==> config.mk <==
export PLATFORM = sky130hd
export DESIGN_NAME = jtpopeye_objdma
export DESIGN_NICKNAME = d
export VERILOG_FILES = /design/src/rtl/jtpopeye_objdma.sv
export SDC_FILE = /design/constraint.sdc
export NUM_CORES = 1
export LEC_CHECK = 0
export ABC_AREA = 1
export CAP_MARGIN = 20
export CELL_PAD_IN_SITES_DETAIL_PLACEMENT = 0
export CELL_PAD_IN_SITES_GLOBAL_PLACEMENT = 1
export CORE_MARGIN = 10
export CORE_UTILIZATION = 40
export DETAILED_ROUTE_END_ITERATION = 7
export MAX_ROUTING_LAYER = met4
export PLACE_DENSITY = 0.74
export REMOVE_ABC_BUFFERS = 1
export SYNTH_ARGS = -nofsm -noshare
export SYNTH_HDL_FRONTEND = slang
export SYNTH_SLANG_ARGS = --single-unit
==> constraint.sdc <==
create_clock -name clk -period 1.6 [get_ports clk]
set_input_delay 0.32 -clock clk [delete_from_list [all_inputs] [get_ports clk]]
set_output_delay 0.32 -clock clk [all_outputs]
set_load 0.05 [all_outputs]
==> src/rtl/jtpopeye_objdma.sv <==
// Object DMA: on a VB rise, borrows the Z80 bus and copies LEN bytes of main RAM into the object buffer.
// Optional JTPOPEYE_OBJDMA_DBLBUF_EN toggles obj_bank after each completed transfer.
module jtpopeye_objdma #(
  parameter logic [9:0] LEN = 10'd768
) (
  input  logic       rst_n,
  input  logic       clk,
  input  logic       cpu_cen,
  input  logic       VB,
  output logic       busrq_n,
  input  logic       busak_n,
  output logic       dma_cs,
  output logic [9:0] AD_DMA,
  input  logic [7:0] DD_DMA,
  output logic [9:0] obj_addr,
  output logic [7:0] obj_data,
  output logic       obj_we,
  output logic       obj_bank,
  output logic       INITEO,
  output logic       dma_done
);

  typedef enum logic [1:0] {IDLE, REQ, XFER, DRAIN} state_t;

  state_t     state_q, state_d;
  logic       vb_q, vb_d;
  logic [9:0] cnt_q, cnt_d;
  logic       drain_q, drain_d;
  logic [9:0] ad_q, ad_d;
  logic       vld_p0_q, vld_p0_d, vld_p1_q, vld_p1_d;
  logic [9:0] addr_p0_q, addr_p0_d, addr_p1_q, addr_p1_d;
  logic       we_q, we_d;
  logic [9:0] waddr_q, waddr_d;
  logic [7:0] wdata_q, wdata_d;
  logic       done_q, done_d;

  always_ff @(posedge clk or negedge rst_n) begin
    if (!rst_n) begin
      state_q  <= IDLE;
      vb_q     <= 1'b0;
      cnt_q    <= 10'd0;
      drain_q  <= 1'b0;
      ad_q     <= 10'd0;
      vld_p0_q <= 1'b0;
      vld_p1_q <= 1'b0;
      we_q     <= 1'b0;
      waddr_q  <= 10'd0;
      wdata_q  <= 8'd0;
      done_q   <= 1'b0;
    end else begin
      state_q  <= state_d;
      vb_q     <= vb_d;
      cnt_q    <= cnt_d;
      drain_q  <= drain_d;
      ad_q     <= ad_d;
      vld_p0_q <= vld_p0_d;
      vld_p1_q <= vld_p1_d;
      we_q     <= we_d;
      waddr_q  <= waddr_d;
      wdata_q  <= wdata_d;
      done_q   <= done_d;
    end
  end

  // Issued-address pipeline; only the valid bits need a reset
  always_ff @(posedge clk) begin
    addr_p0_q <= addr_p0_d;
    addr_p1_q <= addr_p1_d;
  end

  always_comb begin
    state_d = state_q;
    if (cpu_cen) begin
      case (state_q)
        IDLE:    if (VB && !vb_q) state_d = REQ;
        REQ:     if (!busak_n) state_d = XFER;
        XFER:    if (busak_n) state_d = IDLE;
                 else if (cnt_q == LEN - 10'd1) state_d = DRAIN;
        DRAIN:   if (busak_n || drain_q) state_d = IDLE;
        default: state_d = IDLE;
      endcase
    end
  end

  always_comb begin
    vb_d      = vb_q;
    cnt_d     = cnt_q;
    drain_d   = drain_q;
    ad_d      = ad_q;
    vld_p0_d  = vld_p0_q;
    vld_p1_d  = vld_p1_q;
    addr_p0_d = addr_p0_q;
    addr_p1_d = addr_p1_q;
    we_d      = 1'b0;
    waddr_d   = waddr_q;
    wdata_d   = wdata_q;
    done_d    = 1'b0;
    if (cpu_cen) begin
      vb_d = VB;
      if ((state_q == XFER || state_q == DRAIN) && !busak_n) begin
        // Data for an address issued two cens ago is on DD_DMA now
        vld_p1_d  = vld_p0_q;
        addr_p1_d = addr_p0_q;
        if (vld_p1_q) begin
          we_d    = 1'b1;
          waddr_d = addr_p1_q;
          wdata_d = DD_DMA;
        end
        if (state_q == XFER) begin
          ad_d      = cnt_q;
          vld_p0_d  = 1'b1;
          addr_p0_d = cnt_q;
          if (cnt_q != LEN - 10'd1) cnt_d = cnt_q + 10'd1;
        end else begin
          vld_p0_d = 1'b0;
          drain_d  = 1'b1;
          done_d   = drain_q;
        end
      end else begin
        cnt_d    = 10'd0;
        drain_d  = 1'b0;
        vld_p0_d = 1'b0;
        vld_p1_d = 1'b0;
      end
    end
  end

  always_comb begin
    busrq_n = (state_q == IDLE);
    dma_cs  = (state_q == XFER) || (state_q == DRAIN);
    INITEO  = (state_q != IDLE);
  end

  assign AD_DMA   = ad_q;
  assign obj_we   = we_q;
  assign obj_addr = waddr_q;
  assign obj_data = wdata_q;
  assign dma_done = done_q;

`ifdef JTPOPEYE_OBJDMA_DBLBUF_EN
  logic bank_q, bank_d;

  always_comb begin
    bank_d = bank_q ^ done_d;
  end

  always_ff @(posedge clk or negedge rst_n) begin
    if (!rst_n) bank_q <= 1'b0;
    else        bank_q <= bank_d;
  end

  assign obj_bank = bank_q;
`else
  assign obj_bank = 1'b0;
`endif

endmodule

Word-level counts from Yosys, hierarchy flattened. Index checks and enable logic that the tools add are counted.

Input port bits: 13. Output and inout port bits: 34. Flip-flop bits (word level): 66.

Reduce and logical (&&, ||, !) cells: 14. Add/subtract/negate cells: 1. Muxes and demuxes: 20. Equal/unequal tests: 12.

Operator list (number): two-way mux 10 bit (3); two-way mux 1 bit (11); adder 10 x 1 -> 10 bit (second input constant) (1); == test 10 bit (second input constant) (1); two-way mux 2 bit (5); != test 10 bit (second input constant) (1); AND reduction 3 bit (3); != test 2 bit (second input constant) (4); case mux 2 bit (4 select lines) (1); AND reduction 5 bit (1); == test 2 bit (second input constant) (2); != test 2 x 1 -> 1 bit (second input constant) (2); AND reduction 2 bit (2); != test 3 bit (second input constant) (1); == test 2 x 1 -> 1 bit (second input constant) (1); logical AND 1 bit (2); zero test 1 bit (2); zero test 2 bit (1); logical OR 1 bit (2); nonzero test 2 bit (1).

Longest topological paths before layout.
Depth in word-level cells: 5. Gate-level depth with buffers: 10.

Worst setup path after synthesis. Ideal clock, no wire load.

Path kind: register -> register. Start: register state_q[1]. End: register state_q[0]. Cell stages (with the launch flop): 7. Arrival time: 2048 ps. Required time: 1473 ps. Clock period less this slack: 2175 ps. Slack: -575 ps. Cells stage by stage: dfrtp_1 nor2_1 inv_1 a21oi_1 nor2_1 nand2_1 o21ai_0.

Cells in the longest elaborated chain, start to end: 3. Elaborated cells on any way between the ends: 10.

Ends and longest elaborated chain: start, declared (line 25) `state_t state_q, state_d;`; start signal, assigned (line 51) `state_q <= state_d;`; zero test 2 bit (*); named net busrq_n (line 10) `output logic busrq_n,`; != test 2 x 1 -> 1 bit (no source line); AND reduction 5 bit (no source line).

The timed path passes the listed nets; every way through them passes the cells marked *. A chain may end at the register's enable or synchronous reset.

Worst setup path in the final report.
Start: register state_q[1]. End: output port busrq_n.

Cells in the longest elaborated chain, start to end: 1.

Ends and longest elaborated chain: zero test 2 bit (line 129) `busrq_n = (state_q == IDLE);`; end, declared (line 10).

Every way passes these cells.

==> results <==
[per-stage QoR]
| stage | cell area [um^2] | std cells | setup slack [ps] | hold slack (ps) |
|---|---|---|---|---|
| floorplan | 2680 | 262 | -824 | 24.4 |
| global placement | 3470 | 405 | -53.8 | 325 |
| detailed placement | 3470 | 405 | -79.2 | 324 |
| CTS | 3660 | 422 | 23.2 | 410 |
| global route | 3660 | 422 | 13.6 | 405 |
| finish | 3660 | 422 | 80.5 | 411 |
[worst paths after layout]
path                                        start                 endpoint  depth (start not counted)
max in group asynchronous                   rst_n   state_q[0]$_DFFE_PN0P_                          3
setup reg to reg             cnt_q[0]$_DFFE_PN0P_     cnt_q[4]$_DFFE_PN0P_                          9
hold / removal             addr_p0_q[0]$_DFFE_PP_   addr_p1_q[0]$_DFFE_PP_                          0
hold reg to reg            addr_p0_q[0]$_DFFE_PP_   addr_p1_q[0]$_DFFE_PP_                          0
min in group asynchronous                   rst_n  obj_data[3]$_DFFE_PN0P_                          3
setup / recovery           state_q[1]$_DFFE_PN0P_                  busrq_n                          3
[registers in the layout, indices dropped and copies added (netlist names), 2 cells and up]
signal	cells
state_q	2
cnt_q	10
addr_p0_q	10
AD_DMA	10
obj_addr	10
obj_data	8
addr_p1_q	10
[area by class of cell]
cell class	count	area [um^2]	area share
clock buffer	10	128	0.0348
clock inverter	6	56.3	0.0154
inverter	24	97.6	0.0266
multi-input combinational	172	833	0.227
sequential	66	1750	0.479
tap	80	100	0.0273
timing repair buffer	64	696	0.190
[per-layer routing]
layer / vias to the layer above / track usage
li1: 998 / -
met1: 888 / 0.143
met2: 46 / 0.182
met3: 8 / 0.0422
met4: 0 / 0.0481
met5: - / -
[placed cells by master (no fill, tap or decap), types with 3 or more instances in the layout]
| cell | count |
|---|---|
| clkbuf_8 | 9 |
| o21ai_0 | 9 |
| o21ai_2 | 12 |
| clkinv_2 | 6 |
| nand3_1 | 16 |
| nor2_2 | 4 |
| buf_4 | 36 |
| nor2_1 | 9 |
| dfrtp_1 | 44 |
| clkdlybuf4s50_1 | 11 |
| inv_1 | 19 |
| nand4_1 | 3 |
| buf_12 | 15 |
| edfxtp_1 | 20 |
| nand2_1 | 100 |
| nand2_4 | 3 |
| nand2_2 | 3 |
[synthesized netlist by cell type, drive strengths merged]
cell type,instances
o21ai,23
nor2,15
nand3,17
buf,6
a21oi,1
a22o,1
conb,1
or2,1
nand4,3
clkbuf,1
nor3,2
dfrtp,46
ha,1
clkinv,3
xor2,1
inv,21
nand2,106
edfxtp,20
[power breakdown]
group / internal, mW / switching [mW] / total [mW]
sequential: 1.90 / 0.117 / 2.01
combinational: 0.520 / 0.759 / 1.28
clock: 0.709 / 0.607 / 1.32
[what timing repair did]
action,4_1_cts,5_1_grt
hold buffers,1,0
hold endpoints to repair,46,0
endpoints found under the setup margin,2,2
resized for setup,1,2
[cell families after synthesis]
family,Yosys count
AOI/OAI and AO/OA,25
xor gates and xnor gates,1
adders and majority gates,1
buffers and inverters,31
DFF,66
other,1
and+or+nand+nor,144
==> impl_metrics.toml <==
[power_and_ir_drop]
leakagePower_nw = 1.74
pwr_density_cell_mw_per_mm2 = 1260
worst_supply_voltage_drop_on_vdd_mv = 0.893
totalPowerFinal_mw = 4.61

[clocking]
cts-htree-levels = 3
clkLatencyLatePin_ps = 340
cts.root.buffer_cell = "clkbuf_8"
cts_inserted_buffers = 9
clock_tree.buffer_depth = 2
cts.sinks = 66
tritoncts_clock_tree = "yes"
cts.reportedPaths.clkPinSlew_ps = 70
post_cts_buffers = 0

[route]
detail_route.vias_per_cell = 4.60
top_layer = "met4"
antenna_violating_nets_post_route = 0
routed_wirelength_um = 5480
drc_errors = 0
wire_per_inst_um = 13.0
wirelength_met1_um = 2550
dr_total_vias = 1940
detailroute.wirelength.met2_um = 2510
drt_iter0_markers = 54
first_pass_detailed_route_iteration_total = 4
dr_wl_met3_um = 364

[synthesis]
yosysSeqAreaShare = 0.638
number_of_synthesis_warnings = 0
fraction_of_post_synthesis_cell_area_in_the_top_cell_type_by_area = 0.419
synth_mux_area_frac = 0
yosysTopAreaCell = "dfrtp_1"
synth.lib_cells_used.distinct = 30
syn_avg_cell_area_um2 = 10.2
synth.ff_latch_count = 66
synth_top_family_by_area = "simple AND/OR/NAND/NOR gates"
syn-instance-count = 269
leading_post_synthesis_cells_by_cell_area = "dfrtp_1, edfxtp_1, nand2_1"
synth.cell_area_mm2 = 0.00275
synthSimpleGateAreaFrac = 0.230
parity_gate_share_of_the_synthesized_area_counting_xor_and_xnor_cells = 0.00319
synth-compound-area-share = 0.0634
post_synth_fa_ha_maj_area_fraction = 0.00456

[critical_path]
crit_path_slowest_cell = "dfrtp_2"
critPathCaptureType = "output port"
crit_chain = "nor2_2 -> buf_4 -> buf_12"
cpPeakStageDelay_ps = 470
critPathLaunchType = "flip-flop"
cp_delay_by_family_top = "flip-flops"
worstPathBufferInverterCount = 2
reg2reg_setup_slack_ps = 190
critical_path_peak_fanout = 6
required_ps = 1280
timing.critical_path.arrival_ps = 1200
worst-setup-path-type = "reg -> out"

[global_route]
global_route.usage.total = 0.120
grt_first_pass_wirelength_um = 9600
maximum_number_of_pins_on_one_net_before_global_route_repair = 47
gr-total-overflow = 0
number_of_global_route_vias_before_repair = 2056
grt_antenna_before_repair = 0

[die]
floorplan.initialDensity = 0.409
dieWidth_um = 103
rows = 30
core-area_mm2 = 0.00672
die_height_um = 103
die_area_mm2 = 0.0106
pin_count = 47

[timing]
skew_ps = 7.95
final-hold-violation-count = 0
fmaxAchievable_mhz = 658
final_max_slew_viol_count = 0
setup_tns_ps = 0
setup_viol_count_final = 0
finalWorstPathRequiredPeriod_ps = 1520
rsz0062_at_grt = "no"
fin_crit_sh = 0.950

[final_layout]
finish.utilization = 0.545
post_route_cells_drive_above_1_share = 0.292
fin_nets = 351
n_fill_cell = 613
antenna-diode-count = 0
areaGrowthSynthToFinish_pct = 33.5

[status]
run_status = "finished, final reports clean"

[placed_design]
gp_routability_congestion = 0.791
io_buffers = 45
detailedPlacementHpwl_um = 3990

[worst_hold_path]
holdCritPathClass = "reg -> reg"

[job]
max_cap_viol_count = 0
No activity file was read; power rests on OpenSTA's default activity.
